**config.mk**
```make
export PLATFORM = sky130hd
export DESIGN_NAME = fir_seq_ctrl_flat
export DESIGN_NICKNAME = d
export VERILOG_FILES = /design/src/rtl/fir_pkg.sv /design/src/rtl/fir_seq_ctrl_if.sv /design/src/rtl/fir_ring_idx.sv /design/src/rtl/fir_seq_ctrl.sv /design/src/flat_wrapper.sv
export SDC_FILE = /design/constraint.sdc
export NUM_CORES = 1
export LEC_CHECK = 0
export BUFFER_PORTS_ARGS = -buffer_cell sky130_fd_sc_hd__buf_2
export CAP_MARGIN = 20
export CORE_ASPECT_RATIO = 1.4
export CORE_MARGIN = 5
export CORE_UTILIZATION = 33
export DETAILED_ROUTE_END_ITERATION = 8
export PLACE_DENSITY = 0.65
export SLEW_MARGIN = 10
export SYNTH_ARGS = -nofsm -noshare
export SYNTH_HDL_FRONTEND = slang
export SYNTH_SLANG_ARGS = --single-unit
```
**constraint.sdc**
```tcl
create_clock -name axis_clk -period 3.7 [get_ports axis_clk]
set_input_delay 0.185 -clock axis_clk [delete_from_list [all_inputs] [get_ports axis_clk]]
set_output_delay 0.185 -clock axis_clk [all_outputs]
set_load 0.01 [all_outputs]
```
**src/rtl/fir_pkg.sv**
```systemverilog
// Shared definitions for the FIR sequencing controller: state encoding,
// tap count, RAM address stride and the AXI-lite register map.
package fir_pkg;

    localparam int TAP_NUM     = 11;
    localparam int ADDR_STRIDE = 4;
    localparam int IDX_W       = 4;

    typedef logic [IDX_W-1:0] idx_t;

    typedef enum logic [2:0] {
        IDLE,
        CLEAR,
        WAIT_IN,
        CALC,
        OUT,
        DONE
    } fir_state_e;

    typedef enum logic [11:0] {
        AP_CTRL  = 12'h000,
        DATA_LEN = 12'h010,
        TAP_BASE = 12'h020
    } fir_reg_e;

endpackage

```
**src/rtl/fir_seq_ctrl_if.sv**
```systemverilog
// Stream bundle of fir_seq_ctrl: ss_* brings samples in, sm_* hands results out.
// master is the surrounding stream environment, slave is the sequencer itself.
interface fir_seq_ctrl_if #(
    parameter int pDATA_WIDTH = 32
);

    logic                   ss_tvalid;
    logic [pDATA_WIDTH-1:0] ss_tdata;
    logic                   ss_tlast;
    logic                   ss_tready;

    logic                   sm_tready;
    logic                   sm_tvalid;
    logic                   sm_tlast;

    modport master (
        output ss_tvalid, ss_tdata, ss_tlast, sm_tready,
        input  ss_tready, sm_tvalid, sm_tlast
    );

    modport slave (
        input  ss_tvalid, ss_tdata, ss_tlast, sm_tready,
        output ss_tready, sm_tvalid, sm_tlast
    );

endinterface

```
**src/rtl/fir_ring_idx.sv**
```systemverilog
// Mod-DEPTH circular index helper: write-pointer advance and the
// (ptr - k) wrap used to walk the data buffer newest-to-oldest.
module fir_ring_idx
    import fir_pkg::*;
#(
    parameter int DEPTH = TAP_NUM
) (
    input  idx_t ptr,
    input  idx_t k,
    output idx_t ptr_next,
    output idx_t rd_idx
);

    // ptr + DEPTH may exceed the index width; the modular arithmetic still
    // lands on the right slot because the final result is below DEPTH.
    always_comb begin
        ptr_next = (ptr == idx_t'(DEPTH - 1)) ? '0 : ptr + 1'b1;
        rd_idx   = (ptr >= k) ? ptr - k : ptr + idx_t'(DEPTH) - k;
    end

endmodule

```
**src/rtl/fir_seq_ctrl.sv**
```systemverilog
// Sequencing controller for the 11-tap FIR: clears the data RAM, takes samples,
// walks tap/data RAMs for the MAC and hands results out. Macro: FIR_TLAST_CHECK_EN.
module fir_seq_ctrl
    import fir_pkg::*;
#(
    parameter int pADDR_WIDTH = 12,
    parameter int pDATA_WIDTH = 32,
    parameter int Tape_Num    = TAP_NUM
) (
    input  logic                   axis_clk,
    input  logic                   axis_rst_n,

    input  logic                   ap_start,
    input  logic                   done_rd,
    input  logic [31:0]            data_length,
    output logic                   ap_done,
    output logic                   ap_idle,

    fir_seq_ctrl_if.slave          axis,

    output logic                   tap_EN,
    output logic [pADDR_WIDTH-1:0] tap_A,
    output logic                   data_EN,
    output logic [3:0]             data_WE,
    output logic [pADDR_WIDTH-1:0] data_A,
    output logic [pDATA_WIDTH-1:0] data_Di,
    output logic                   mac_clr,
    output logic                   mac_en,
    output logic                   err
);

    localparam idx_t LAST_IDX  = idx_t'(Tape_Num - 1);
    // One extra CALC step lets the last read drain through the RAM latency.
    localparam idx_t DRAIN_IDX = idx_t'(Tape_Num);

    fir_state_e  state, state_nxt;
    idx_t        ptr, ptr_next, rd_idx, k;
    logic [31:0] cnt, len_r;
    logic        start_acc, last_sample;

    function automatic logic [pADDR_WIDTH-1:0] to_addr(input idx_t i);
        return pADDR_WIDTH'(i) * pADDR_WIDTH'(ADDR_STRIDE);
    endfunction

    fir_ring_idx #(
        .DEPTH (Tape_Num)
    ) u_ring_idx (
        .ptr      (ptr),
        .k        (k),
        .ptr_next (ptr_next),
        .rd_idx   (rd_idx)
    );

    assign start_acc   = (state == IDLE) && ap_start;
    assign last_sample = (cnt == len_r - 32'd1);

    // NOTE: state registers use non-blocking assignments so every flop samples
    // pre-edge values regardless of process ordering.
    always_ff @(posedge axis_clk or negedge axis_rst_n) begin
        if (!axis_rst_n) begin
            state   <= IDLE;
            ptr     <= '0;
            k       <= '0;
            cnt     <= '0;
            len_r   <= '0;
            ap_done <= 1'b0;
        end else begin
            state <= state_nxt;
            case (state)
                IDLE: begin
                    if (ap_start) begin
                        ptr   <= '0;
                        k     <= '0;
                        cnt   <= '0;
                        len_r <= data_length;
                    end
                end
                CLEAR:   k <= (k == LAST_IDX) ? '0 : k + 1'b1;
                CALC:    k <= (k == DRAIN_IDX) ? '0 : k + 1'b1;
                OUT: begin
                    if (axis.sm_tready) begin
                        cnt <= cnt + 32'd1;
                        ptr <= ptr_next;
                    end
                end
                default: ;
            endcase

            // Completion wins over any clear in the same cycle so a run is never lost.
            if (state == DONE) begin
                ap_done <= 1'b1;
            end else if (start_acc || done_rd) begin
                ap_done <= 1'b0;
            end
        end
    end

    // NOTE: every output gets a default before the case so no latch is inferred.
    always_comb begin
        state_nxt      = state;
        ap_idle        = 1'b0;
        axis.ss_tready = 1'b0;
        axis.sm_tvalid = 1'b0;
        axis.sm_tlast  = 1'b0;
        tap_EN         = 1'b0;
        tap_A          = '0;
        data_EN        = 1'b0;
        data_WE        = 4'h0;
        data_A         = '0;
        data_Di        = '0;
        mac_en         = 1'b0;
        mac_clr        = 1'b0;

        case (state)
            IDLE: begin
                ap_idle = 1'b1;
                if (ap_start) state_nxt = CLEAR;
            end
            CLEAR: begin
                data_EN = 1'b1;
                data_WE = 4'hF;
                data_A  = to_addr(k);
                if (k == LAST_IDX) state_nxt = (len_r != 32'd0) ? WAIT_IN : DONE;
            end
            WAIT_IN: begin
                axis.ss_tready = 1'b1;
                if (axis.ss_tvalid) begin
                    data_EN   = 1'b1;
                    data_WE   = 4'hF;
                    data_A    = to_addr(ptr);
                    data_Di   = axis.ss_tdata;
                    state_nxt = CALC;
                end
            end
            CALC: begin
                if (k != DRAIN_IDX) begin
                    tap_EN  = 1'b1;
                    data_EN = 1'b1;
                    tap_A   = to_addr(k);
                    data_A  = to_addr(rd_idx);
                end
                // The product of read k is on the RAM outputs one step later.
                mac_en  = (k != '0);
                mac_clr = (k == idx_t'(1));
                if (k == DRAIN_IDX) state_nxt = OUT;
            end
            OUT: begin
                axis.sm_tvalid = 1'b1;
                axis.sm_tlast  = last_sample;
                if (axis.sm_tready) state_nxt = last_sample ? DONE : WAIT_IN;
            end
            DONE:    state_nxt = IDLE;
            default: state_nxt = IDLE;
        endcase
    end

`ifdef FIR_TLAST_CHECK_EN
    always_ff @(posedge axis_clk or negedge axis_rst_n) begin
        if (!axis_rst_n) begin
            err <= 1'b0;
        end else if (start_acc) begin
            err <= 1'b0;
        end else if (state == WAIT_IN && axis.ss_tvalid && (axis.ss_tlast != last_sample)) begin
            err <= 1'b1;
        end
    end
`else
    logic unused_tlast;
    assign unused_tlast = axis.ss_tlast;
    assign err          = 1'b0;
`endif

endmodule
```
**src/flat_wrapper.sv**
```systemverilog
// flat-port wrapper written by rule: the top's interface ports become plain ports
module fir_seq_ctrl_flat import fir_pkg::*;
#(
    parameter int pADDR_WIDTH = 12,
    parameter int pDATA_WIDTH = 32,
    parameter int Tape_Num    = TAP_NUM
)
  (axis_clk, axis_rst_n, ap_start, done_rd, data_length, ap_done, ap_idle, tap_EN, tap_A, data_EN, data_WE, data_A, data_Di, mac_clr, mac_en, err, axis_ss_tvalid, axis_ss_tdata, axis_ss_tlast, axis_sm_tready, axis_ss_tready, axis_sm_tvalid, axis_sm_tlast);
  fir_seq_ctrl_if #(.pDATA_WIDTH(pDATA_WIDTH)) axis_i ();
  input  logic axis_clk;
  input  logic axis_rst_n;
  input  logic ap_start;
  input  logic done_rd;
  input  logic [31:0] data_length;
  output logic ap_done;
  output logic ap_idle;
  output logic tap_EN;
  output logic [pADDR_WIDTH-1:0] tap_A;
  output logic data_EN;
  output logic [3:0] data_WE;
  output logic [pADDR_WIDTH-1:0] data_A;
  output logic [pDATA_WIDTH-1:0] data_Di;
  output logic mac_clr;
  output logic mac_en;
  output logic err;
  input wire logic [$bits(axis_i.ss_tvalid)-1:0] axis_ss_tvalid;
  input wire logic [$bits(axis_i.ss_tdata)-1:0] axis_ss_tdata;
  input wire logic [$bits(axis_i.ss_tlast)-1:0] axis_ss_tlast;
  input wire logic [$bits(axis_i.sm_tready)-1:0] axis_sm_tready;
  output wire logic [$bits(axis_i.ss_tready)-1:0] axis_ss_tready;
  output wire logic [$bits(axis_i.sm_tvalid)-1:0] axis_sm_tvalid;
  output wire logic [$bits(axis_i.sm_tlast)-1:0] axis_sm_tlast;
  assign axis_i.ss_tvalid = axis_ss_tvalid;
  assign axis_i.ss_tdata = axis_ss_tdata;
  assign axis_i.ss_tlast = axis_ss_tlast;
  assign axis_i.sm_tready = axis_sm_tready;
  assign axis_ss_tready = axis_i.ss_tready;
  assign axis_sm_tvalid = axis_i.sm_tvalid;
  assign axis_sm_tlast = axis_i.sm_tlast;
  fir_seq_ctrl #(.pADDR_WIDTH(pADDR_WIDTH), .pDATA_WIDTH(pDATA_WIDTH), .Tape_Num(Tape_Num)) u_core (.axis_clk(axis_clk), .axis_rst_n(axis_rst_n), .ap_start(ap_start), .done_rd(done_rd), .data_length(data_length), .ap_done(ap_done), .ap_idle(ap_idle), .axis(axis_i), .tap_EN(tap_EN), .tap_A(tap_A), .data_EN(data_EN), .data_WE(data_WE), .data_A(data_A), .data_Di(data_Di), .mac_clr(mac_clr), .mac_en(mac_en), .err(err));
endmodule
```
# Word-level counts from Yosys, hierarchy flattened

Index checks and enable logic that the tools add are counted.

Output and inout bits: 70
Input bits: 71
Flip-flop bits (word level): 76

Order comparisons: 1
Equal/unequal tests: 16
Muxes and demuxes: 40
Reduce and logical (&&, ||, !) cells: 12
$add $sub $neg: 7

Operators with widths:

| kind                                                                 | count |
|---|---|
| 32-bit 2-to-1 mux                                                    | 4 |
| 32-bit case mux with 2 select lines                                  | 1 |
| 12-bit case mux with 3 select lines                                  | 1 |
| 32-bit by 1-bit adder with 32-bit output, second input constant      | 1 |
| 32-bit == test                                                       | 1 |
| 32-bit nonzero test                                                  | 1 |
| 32-bit by 1-bit subtractor with 32-bit output, second input constant | 1 |
| 4-bit 2-to-1 mux                                                     | 7 |
| 3-bit 2-to-1 mux                                                     | 7 |
| 6-bit 2-to-1 mux                                                     | 3 |
| 4-bit case mux with 2 select lines                                   | 2 |
| 3-bit case mux with 5 select lines                                   | 1 |
| 4-bit == test, second input constant                                 | 3 |
| 12-bit 2-to-1 mux                                                    | 1 |
| 4-bit case mux with 3 select lines                                   | 1 |
| 1-bit 2-to-1 mux                                                     | 11 |
| 4-bit by 1-bit adder with 4-bit output, second input constant        | 2 |
| 4-bit subtractor                                                     | 2 |
| 3-bit by 2-bit == test with 1-bit output, second input constant      | 2 |
| 3-bit == test, second input constant                                 | 2 |
| 2-bit != test, second input constant                                 | 3 |
| 5-bit AND reduction                                                  | 1 |
| 4-bit adder, second input constant                                   | 1 |
| 4-bit by 1-bit == test with 1-bit output, second input constant      | 1 |
| other kinds (13)                                                     | 16 |

# Depth between registers and ports, before layout

Gate-level depths: netlist of the first run.

Depth in word-level cells: 5
Mapped depth: 11

# Modules after synthesis

From an unflattened synthesis of the first run, not the netlist that was laid out.

Cell total of the unflattened synthesis: 636
Area, all modules: 5,670.4 µm²

By module, submodules not included:

| module       | cells an instance | times used | seq. area each (µm²) | area an instance (µm²) |
|---|---|---|---|---|
| fir_seq_ctrl | 588               | 1          | 1,901.8              | 5,271.3 |
| fir_ring_idx | 48                | 1          | 0.0                  | 399.1 |

# Worst setup path after synthesis of the first run

No wires, ideal clock.

Path type: flip-flop to output port
From: register u_core.len_r[0]
To: output port axis_sm_tlast
Slack: 996 ps
Arrival: 2,519 ps
Stages on the path, launching flop included: 11
Cell sequence: dfrtp_1 > inv_1 > ha_1 > or3b_1 > clkbuf_1 > nor3_2 > xnor2_1 > or4_1 > nor4_2 > o2111ai_1 > nor2_1

Cells in the longest elaborated chain, start to end: 3

RTL lines:

| element                                       | line                | RTL |
|---|---|---|
| start, declared                               | fir_seq_ctrl.sv:38  | `logic [31:0] cnt, len_r;` |
| start signal, assigned                        | fir_seq_ctrl.sv:75  | `len_r <= data_length;` |
| 32-bit by 1-bit subtractor with 32-bit output | fir_seq_ctrl.sv:55  | `assign last_sample = (cnt == len_r - 32'd1);` |
| 32-bit == test                                | fir_seq_ctrl.sv:55  |  |
| 1-bit 2-to-1 mux                              | fir_seq_ctrl.sv:114 | `case (state)` |
| end, declared                                 | flat_wrapper.sv:32  | `output wire logic [$bits(axis_i.sm_tlast)-1:0] axis_sm_tlast;` |

No other way between the ends.

# Final worst setup path of the first run

Ends and elaborated chain as after synthesis.

==> results.yml, run 1 <==
routing:
  vias: 4800
  via_per_inst: 5.200
  ant_nets: 0
  drtIter0Drc: 278
  firstDrtPassIters: 4
  wl_per_cell_um: 15.67
  drt-total-wl_mm: 14.46
  drc: 0
synth:
  syn-cell-area_um2: 5408
  yosysMostFrequentCell: "dfrtp_1"
  synth_cell_types: 60
  synth_seq_area_share_pct: 35.17
  synth_edf_count: 0
  yosys.area.top_type_share_pct: 35.17
  ys_warn_count: 0
  async_flop_share_pct: 100.0
  yosys-top-cells-count: "dfrtp_1 (76), nor2_1 (55), nand2_1 (38), xnor2_1 (37), and3_1 (36)"
  syn_inst: 604
  synth_flop_cell: "dfrtp_1"
  syn_avg_cell_area_um2: 8.953
  synth_top_area_cell: "dfrtp_1"
  synth_area_leaders: "dfrtp_1 (35%), mux2_2 (6.5%), xnor2_1 (6.0%)"
  ys_seq_elements: 76
worst_hold_path:
  hold_class: "primary input to flop"
place:
  gp_congestion: 0.9791
  post_dp_cell_area_um2: 6168
  place_ws_ps: 529.6
  io_buffers: 122
  hpwl_mm: 11.21
  dp.cells: 907
power:
  power_mw: 4.249
  ir_worst_vdd_uv: 446.2
  leakage_nw: 3.003
  p_per_area_nw_per_um2: 655.8
cells_and_area:
  nNetsFinal: 810
  multiInputGateArea_um2: 3267
  layoutNonFillerInstCount: 923
  antenna_cells: 0
  fin_util_pct: 40.06
  syn_to_final_growth_pct: 19.81
  regArea_um2: 1902
  post_route_cells_drive_above_1_share_pct: 26.80
  final_cell_area_um2: 6479
  n_fill_cell: 1647
clocking:
  clkTransAtPathRegs_ps: 60
  cts-root-buf: "clkbuf_16"
  numCtsBuffers: 9
  clock_path_buffers: 2
  cts_sinks: 76
  cts_tree: "done"
  htree_levels: 3
  clk_latency_ps: 340
  postCtsSetupBuffers: 0
grt:
  grt_pass1_vias: 4903
  grt_antenna_before_repair: 0
  globalRouteOverflowTotal: 0
  grt_pass1_wl_mm: 23.56
  grt_usage_pct: 15.05
  grt_start_max_net_pins: 77
setup_path:
  critPathMaxFanout: 6
  cp-end-kind: "output pin"
  cp.arrival_ps: 3330
  cp.required_ps: 3510
  cp-start-kind: "flop"
  critical_path_class: "flop to output pin"
outcome:
  status: "finished clean"
timing:
  fin_setup_tns_ps: 0
  setup_viol: 0
  finClkSkew_ps: 11.16
  slew_headroom_pct: 55.90
  holdWs_ps: 54.81
  rsz0062_at_grt: "false"
  period_minus_slack_ps: 3516
  min_period_over_period_pct: 95.02
  slew_violations: 0
  max_clock_freq_ghz: 0.2844
  final_hold_viol_count: 0
  setup_ws_ps: 184.1
  worst_slew_pin_slew_ps: 659.0
job:
  drv_cap: 0
floorplan:
  fp-row-count: 55
  dieHeight_um: 161.5
  design.core.area_um2: 16170
  initial_core_util_pct: 33.44
  io_pins: 141
  die-area_um2: 19080
  fp.dieW_um: 118.2
area by class of cell:
cell class | count | share of cell area (%)
Multi-Input combinational cell | 482 | 50.42
Clock inverter | 3 | 0.3476
Clock buffer | 11 | 3.901
Timing Repair Buffer | 134 | 11.09
Inverter | 18 | 1.043
Tap cell | 199 | 3.843
Sequential cell | 76 | 29.35
routing by layer:
metal	routed length (um)	global-route usage (%)
met1	5763	16.53
met4	308	5.112
met5	0	0
met3	762	3.082
met2	7630	28.42
registers in the layout (all words and copies together) (netlist names):
signal	count
u_core.ap_done	1
u_core.cnt	32
u_core.k	4
u_core.len_r	32
u_core.ptr	4
u_core.state	3
what timing repair did:
item / 4_1_cts / 5_1_grt
endpoints found under the setup margin: 0 / 1
endpoints found under the hold margin: 0 / 37
hold buffers: 0 / 1
resized for setup: 0 / 1
cell usage in the layout, fill, tap and decap left out, drive strengths merged, types with 3 or more instances in the layout:
cell type  instances
clkbuf            11
nand2             38
a22oi              4
or3               17
a31oi              7
a211oi             3
dfrtp             76
o31ai              4
and2               4
buf              133
a21oi             22
nor3              23
nor4b              3
nor2b              7
nand2b             4
o211ai             5
or4                4
nor4              13
and4               4
nand3b             3
inv               19
conb              17
xor2              27
nand3             17
mux2              31
xnor2             37
ha                15
nand4             12
o21ai             34
fa                 3
nor3b              3
mux2i              4
and3              36
nor2              55
power breakdown:
part	leakage, nW	total (mW)	internal, mW	switching (mW)
clock	0.138	0.821	0.485	0.335
combinational	1.88	1.96	0.894	1.06
sequential	0.986	1.47	1.06	0.415
cells by family after synthesis:
group | Yosys count | synth area share (%)
AOI/OAI and AO/OA | 94 | 10.74
xor gates and xnor gates | 64 | 10.37
adders and majority gates | 18 | 4.581
buffers and inverters | 62 | 5.715
DFF | 76 | 35.17
muxes | 35 | 7.196
other | 1 | 0.06935
and+or+nand+nor | 254 | 26.17
worst paths after layout:
path                                       start                to  slack [ps]  cells past startpoint
worst min register to register  u_core.len_r[31]  u_core.len_r[31]         560                      1
worst max register to register   u_core.len_r[0]   u_core.state[1]         680                      9
min in group asynchronous             axis_rst_n  u_core.len_r[29]         360                      2
max in group asynchronous             axis_rst_n     u_core.cnt[9]        2750                      3
worst min-delay path              data_length[0]   u_core.len_r[0]          50                      3
worst max-delay path             u_core.len_r[0]     axis_sm_tlast         180                     10
critical path, stage by stage, from the launching register on:
cell and delay (ps):
dfrtp_1 430, inv_1 100, ha_1 220, or3b_1 480, nor3_2 160, xnor2_1 80, or4_1 540, nor4_2 320
o2111ai_1 330, nor2_1 170, buf_2 160
Note: power is estimated with default switching activity, not from simulation.
==> run 2, diff against run 1 <==
Settings changed: SYNTH_HIERARCHICAL set to 1.
==> results.yml, run 2 <==
timing:
  setup_ws_ps: 207.7
  max_clock_freq_ghz: 0.2863
  finClkSkew_ps: 9.588
  min_period_over_period_pct: 94.39
  fin_setup_tns_ps: 0
  slew_headroom_pct: 48.79
  slew_violations: 0
  period_minus_slack_ps: 3492
  setup_viol: 0
  worst_slew_pin_slew_ps: 768.2
  final_hold_viol_count: 0
  rsz0062_at_grt: "false"
cells_and_area:
  n_fill_cell: 1697
  syn_to_final_growth_pct: 18.73
  final_common_cell: "buf_2"
  final_cell_area_um2: 6733
  top_regs: "u_core/cnt: 32 flops, u_core/len_r: 32 flops"
  post_route_cells_drive_above_1_share_pct: 27.94
  layoutNonFillerInstCount: 951
  regArea_um2: 1902
  nNetsFinal: 830
  multiInputGateArea_um2: 3442
  final_cell_mix: "buf_2 (121), dfrtp_1 (76), nand2_1 (53), nor2_1 (53), and3_1 (39)"
  antenna_cells: 0
routing:
  drt-total-wl_mm: 14.21
  firstDrtPassIters: 4
  drtIter0Drc: 241
  wl_per_cell_um: 14.94
  drc: 0
  via_per_inst: 5.200
  vias: 4945
  ant_nets: 0
place:
  dp.cells: 933
  hpwl_mm: 10.86
  post_dp_cell_area_um2: 6356
  place_ws_ps: 527.8
  io_buffers: 122
  gp_congestion: 0.8217
clocking:
  numCtsBuffers: 9
  cts-root-buf: "clkbuf_16"
  cts_sinks: 76
  clk_latency_ps: 340
  htree_levels: 3
  cts_tree: "done"
  postCtsSetupBuffers: 0
  clock_path_buffers: 2
  clkTransAtPathRegs_ps: 60
synth:
  synth_top_area_cell: "dfrtp_1"
  synth_flop_cell: "dfrtp_1"
  yosysMostFrequentCell: "dfrtp_1"
  yosys.area.top_type_share_pct: 33.54
  async_flop_share_pct: 100.0
  synth_area_leaders: "dfrtp_1 (34%), mux2_2 (6.0%), xnor2_1 (5.3%)"
  yosys-top-cells-count: "dfrtp_1 (76), nand2_1 (53), nor2_1 (53), and3_1 (39), xnor2_1 (34)"
  syn_avg_cell_area_um2: 8.916
  synth_cell_types: 77
  synth_seq_area_share_pct: 33.54
  ys_warn_count: 6
  synth_edf_count: 0
  syn_inst: 636
  syn-cell-area_um2: 5670
  ys_seq_elements: 76
grt:
  grt_pass1_wl_mm: 22.53
  grt_antenna_before_repair: 0
  grt_start_max_net_pins: 77
  grt_pass1_vias: 4606
  globalRouteOverflowTotal: 0
  grt_usage_pct: 13.84
setup_path:
  ff2ff_setup_slack_ps: 630
  cp_top_family: "simple AND/OR/NAND/NOR gates"
  timing.rr.end: "u_core/state[2]"
  max_stage_delay_ps: 490
  critPathBufInv: 1
  cp-start-kind: "flop"
  critPathMaxFanout: 8
  cp_common_cell: "nor4_1"
  cp-end-kind: "output pin"
  cp.arrival_ps: 3310
  crit_path_top_delay_cell: "nor3_2"
  reg2regPathDepth: 8
  cp.required_ps: 3510
  critical_path_class: "flop to output pin"
  worstPathCellList: "nor3_2 -> nand2_2 -> nor4_1 -> mux2_2 -> nor4_1 -> nand4_1 -> nor4_2 -> buf_2"
  r2r_start: "u_core/len_r[2]"
floorplan:
  fp.dieW_um: 120.8
  dieHeight_um: 165.1
  initial_core_util_pct: 33.72
  io_pins: 141
  fp-row-count: 56
  die-area_um2: 19940
  design.core.area_um2: 16820
worst_hold_path:
  hold_class: "primary input to flop"
  holdPathEnd: "u_core/len_r[17]"
  holdPathStages: 3
  hp-start: "data_length[17]"
power:
  p_per_area_nw_per_um2: 667.3
  ir_worst_vdd_uv: 250.6
  leakage_nw: 3.108
  power_mw: 4.493
outcome:
  status: "finished clean"
job:
  drv_cap: 0
[run 2: cell count changes after synthesis, sizes merged, moves of 4 or more]
cell,previous run,this run
a222oi,0,4
clkbuf,18,22
nand2,38,56
a22oi,4,0
nand3,17,27
o21ai,34,23
inv,18,28
a31oi,7,3
nor3,23,16
or3,17,13
[run 2: cells by family (layout without fill, tap and decap cells)]
group	Yosys count	after routing	share of synthesized area, %
other	1	17	0.06613
and+or+nand+nor	278	278	27.82
buffers and inverters	77	173	7.039
AOI/OAI and AO/OA	94	94	11.34
xor gates and xnor gates	60	60	9.599
adders and majority gates	16	16	3.928
DFF	76	76	33.54
muxes	34	34	6.664
[run 2: metrics by stage]
stage	utilization [%]	hold slack [ps]
floorplan	-	-110.6
global placement	37.80	405.5
detailed placement	37.80	408.6
CTS	39.78	50.07
global route	40.04	60.61
finish	40.04	62.45
[run 2: how the worst max path moves through the flow]
| stage | startpoint | end | slack, ps | cells past startpoint |
|---|---|---|---|---|
| 2_1_floorplan | u_core/len_r[2] | axis_sm_tlast | 1070 | 7 |
| 3_3_place_gp | u_core/len_r[9] | axis_sm_tlast | 520 | 8 |
| 3_5_place_dp | u_core/len_r[2] | axis_sm_tlast | 530 | 8 |
| 4_1_cts | u_core/len_r[2] | axis_sm_tlast | 150 | 8 |
| 5_1_grt | u_core/len_r[9] | axis_sm_tlast | 40 | 8 |
| 6_report | u_core/len_r[2] | axis_sm_tlast | 210 | 8 |
[run 2: worst min-delay path: cells and delay by family]
kind	cells	cell delay (ps)
compound gates	1	60
simple gates	1	40
buf+inv	1	80
[run 2: power by group]
group / leakage [nW] / switching (mW) / internal, mW
registers: 0.985 / 0.432 / 1.06
clock network: 0.160 / 0.355 / 0.614
logic: 1.96 / 1.09 / 0.942
total: 3.11 / 1.88 / 2.62
[run 2: layer usage]
| layer | vias up | GRT usage (%) | wire length (um) |
|---|---|---|---|
| li1 | 2451 | - | - |
| met1 | 2360 | 16.40 | 5914 |
| met2 | 114 | 24.96 | 7386 |
| met3 | 20 | 2.044 | 586 |
| met4 | 0 | 5.773 | 323 |
| met5 | - | 0 | 0 |
[run 2: cell type report]
| class | instances | area share (%) |
|---|---|---|
| timing repair buffer | 128 | 10.30 |
| clock buffer | 10 | 3.550 |
| inverter | 29 | 1.617 |
| multi-input combinational | 499 | 51.12 |
| clock inverter | 6 | 1.394 |
| sequential | 76 | 28.25 |
| tap | 203 | 3.773 |
[run 2: what timing repair did]
| action | 4_1_cts | 5_1_grt |
|---|---|---|
| hold buffers | 0 | 1 |
| resized for setup | 0 | 1 |
| endpoints found under the hold margin | 0 | 13 |
| setup endpoints to repair | 0 | 1 |
==> run 3, diff against run 2 <==
==> constraint.sdc (replaced) <==
create_clock -name axis_clk -period 3.7 [get_ports axis_clk]
set_input_delay 0.185 -clock axis_clk [delete_from_list [all_inputs] [get_ports axis_clk]]
set_output_delay 0.185 -clock axis_clk [all_outputs]
set_load 0.1 [all_outputs]
==> results.yml, run 3 (synthesis gave the netlist of run 2 again) <==
routing:
  drt-total-wl_mm: 14.09
  wl_per_cell_um: 14.74
  dr_wl_met2_mm: 7.454
  ant_nets: 0
  vias: 4876
  wl_met1_mm: 5.709
  firstDrtPassIters: 4
  top_layer_used: "met4"
  via_per_inst: 5.100
  drtIter0Drc: 286
  met3_length_um: 707
  drc: 0
place:
  gp_congestion: 0.8546
  io_buffers: 122
  post_dp_cell_area_um2: 6382
  dp.cells: 933
  hpwl_mm: 10.59
cells_and_area:
  final_cell_mix: "buf_2 (120), dfrtp_1 (76), nand2_1 (53), nor2_1 (53), and3_1 (39)"
  final_cell_area_um2: 6802
  syn_to_final_growth_pct: 19.95
  antenna_cells: 0
  post_route_cells_drive_above_1_share_pct: 28.55
  top_regs: "u_core/cnt: 32 flops, u_core/len_r: 32 flops"
  nNetsFinal: 835
  final_common_cell: "buf_2"
  layoutNonFillerInstCount: 956
grt:
  grt_antenna_before_repair: 0
  grt_start_max_net_pins: 77
  grt_pass1_vias: 4561
  grt_usage_pct: 13.53
  globalRouteOverflowTotal: 0
  grt_pass1_wl_mm: 21.94
power:
  ir_worst_vdd_uv: 272.9
  p_switching_mw: 2.951
  p_comb_share_pct: 57.1
  pwr-share-seq_pct: 27.2
  clock_power_share_pct: 15.7
  p_per_area_nw_per_um2: 813.4
  power.internal_mw: 2.582
  leakage_nw: 3.140
  power_mw: 5.532
  swShare_pct: 53.33
clocking:
  cts-root-buf: "clkbuf_16"
  numCtsBuffers: 9
  cts_tree: "done"
  clock_path_buffers: 2
  clk_latency_ps: 340
  cts_sinks: 76
  htree_levels: 3
  clkTransAtPathRegs_ps: 60
timing:
  worst_slew_pin_slew_ps: 1045
  holdWs_ps: 56.66
  min_period_over_period_pct: 91.92
  max_clock_freq_ghz: 0.2940
  rsz0062_at_grt: "false"
  period_minus_slack_ps: 3401
  fin_setup_tns_ps: 0
  final_hold_viol_count: 0
  slew_violations: 0
  finClkSkew_ps: 7.012
  slew_headroom_pct: 30.20
  setup_viol: 0
setup_path:
  crit_end: "axis_sm_tlast"
  worstPathCellList: "nor3_4 -> nand2_2 -> nor4_2 -> mux2_2 -> nor4_1 -> nand4_1 -> buf_4 -> nor4_4 -> buf_12"
  crit_path_top_delay_cell: "dfrtp_1"
  crit_start: "u_core/len_r[2]"
  r2r_start: "u_core/len_r[2]"
  critPathMaxFanout: 8
  ff2ff_setup_slack_ps: 810
  cp-end-kind: "output pin"
  cp.arrival_ps: 3220
  cp-start-kind: "flop"
  reg2regPathDepth: 9
  timing.rr.end: "u_core/state[0]"
  max_stage_delay_ps: 470
  critical_path_class: "flop to output pin"
  cp.required_ps: 3510
floorplan:
  initial_core_util_pct: 33.72
  design.core.area_um2: 16820
  dieHeight_um: 165.1
  die-area_um2: 19940
  fp-row-count: 56
  io_pins: 141
  fp.dieW_um: 120.8
outcome:
  status: "finished clean"
job:
  drv_cap: 0
worst_hold_path:
  hold_class: "primary input to flop"
==> run 3: worst min-delay path by stage <==
stage	from	to	slack, ps	depth (start not counted)
2_1_floorplan	axis_rst_n	u_core/ap_done	-110	0
3_3_place_gp	data_length[17]	u_core/len_r[17]	400	3
3_5_place_dp	data_length[17]	u_core/len_r[17]	400	3
4_1_cts	data_length[17]	u_core/len_r[17]	40	3
5_1_grt	data_length[17]	u_core/len_r[17]	70	3
6_report	data_length[17]	u_core/len_r[17]	60	3
==> run 3: area by class of cell <==
| cell class | count | area, um^2 |
|---|---|---|
| fillers | 1678 | 10010 |
| multi-input cells | 499 | 3483 |
| flip-flops and latches | 76 | 1902 |
| repair buffers | 133 | 758.2 |
| well taps | 203 | 254.0 |
| clock buffers | 12 | 246.5 |
| inverters | 29 | 108.9 |
| clock inverters | 4 | 48.80 |
==> run 3: repair_timing <==
| item | 4_1_cts | 5_1_grt |
|---|---|---|
| endpoints found under the setup margin | 0 | 1 |
| hold buffers | 0 | 1 |
| setup buffers | 0 | 5 |
| gates resized for setup | 0 | 6 |
| endpoints found under the hold margin | 0 | 25 |
==> run 3: routing by layer <==
layer / up-vias / GRT usage [%]
met3: 12 / 2.624
li1: 2453 / -
met2: 120 / 24.17
met4: 0 / 4.691
met1: 2291 / 16.22
met5: - / 0
==> run 3: critical path, delay by kind of cell (launching register included) <==
kind | cells | cell delay (ps)
multiplexers | 1 | 360
flip-flops | 1 | 470
AND/OR/NAND/NOR | 6 | 1650
buffers and inverters | 2 | 400
==> run 3: power groups by stage <==
| stage | Clock (mW) | Combinational, mW | Sequential (mW) |
|---|---|---|---|
| 5_1_grt | 0.926 | 3.40 | 1.57 |
| 2_1_floorplan | 0 | 2.74 | 1.35 |
| 4_1_cts | 0.894 | 3.11 | 1.49 |
| 3_5_place_dp | 0 | 3.10 | 1.50 |
| 3_3_place_gp | 0 | 3.08 | 1.50 |
| 6_report | 0.867 | 3.16 | 1.51 |
==> run 3: through the flow <==
stage	worst slack (ps)	utilization [%]
6_report	298.9	40.45
5_1_grt	51.44	40.45
4_1_cts	7.961	39.71
3_5_place_dp	381.8	37.95
3_3_place_gp	454.6	37.95
2_1_floorplan	-257.5	-
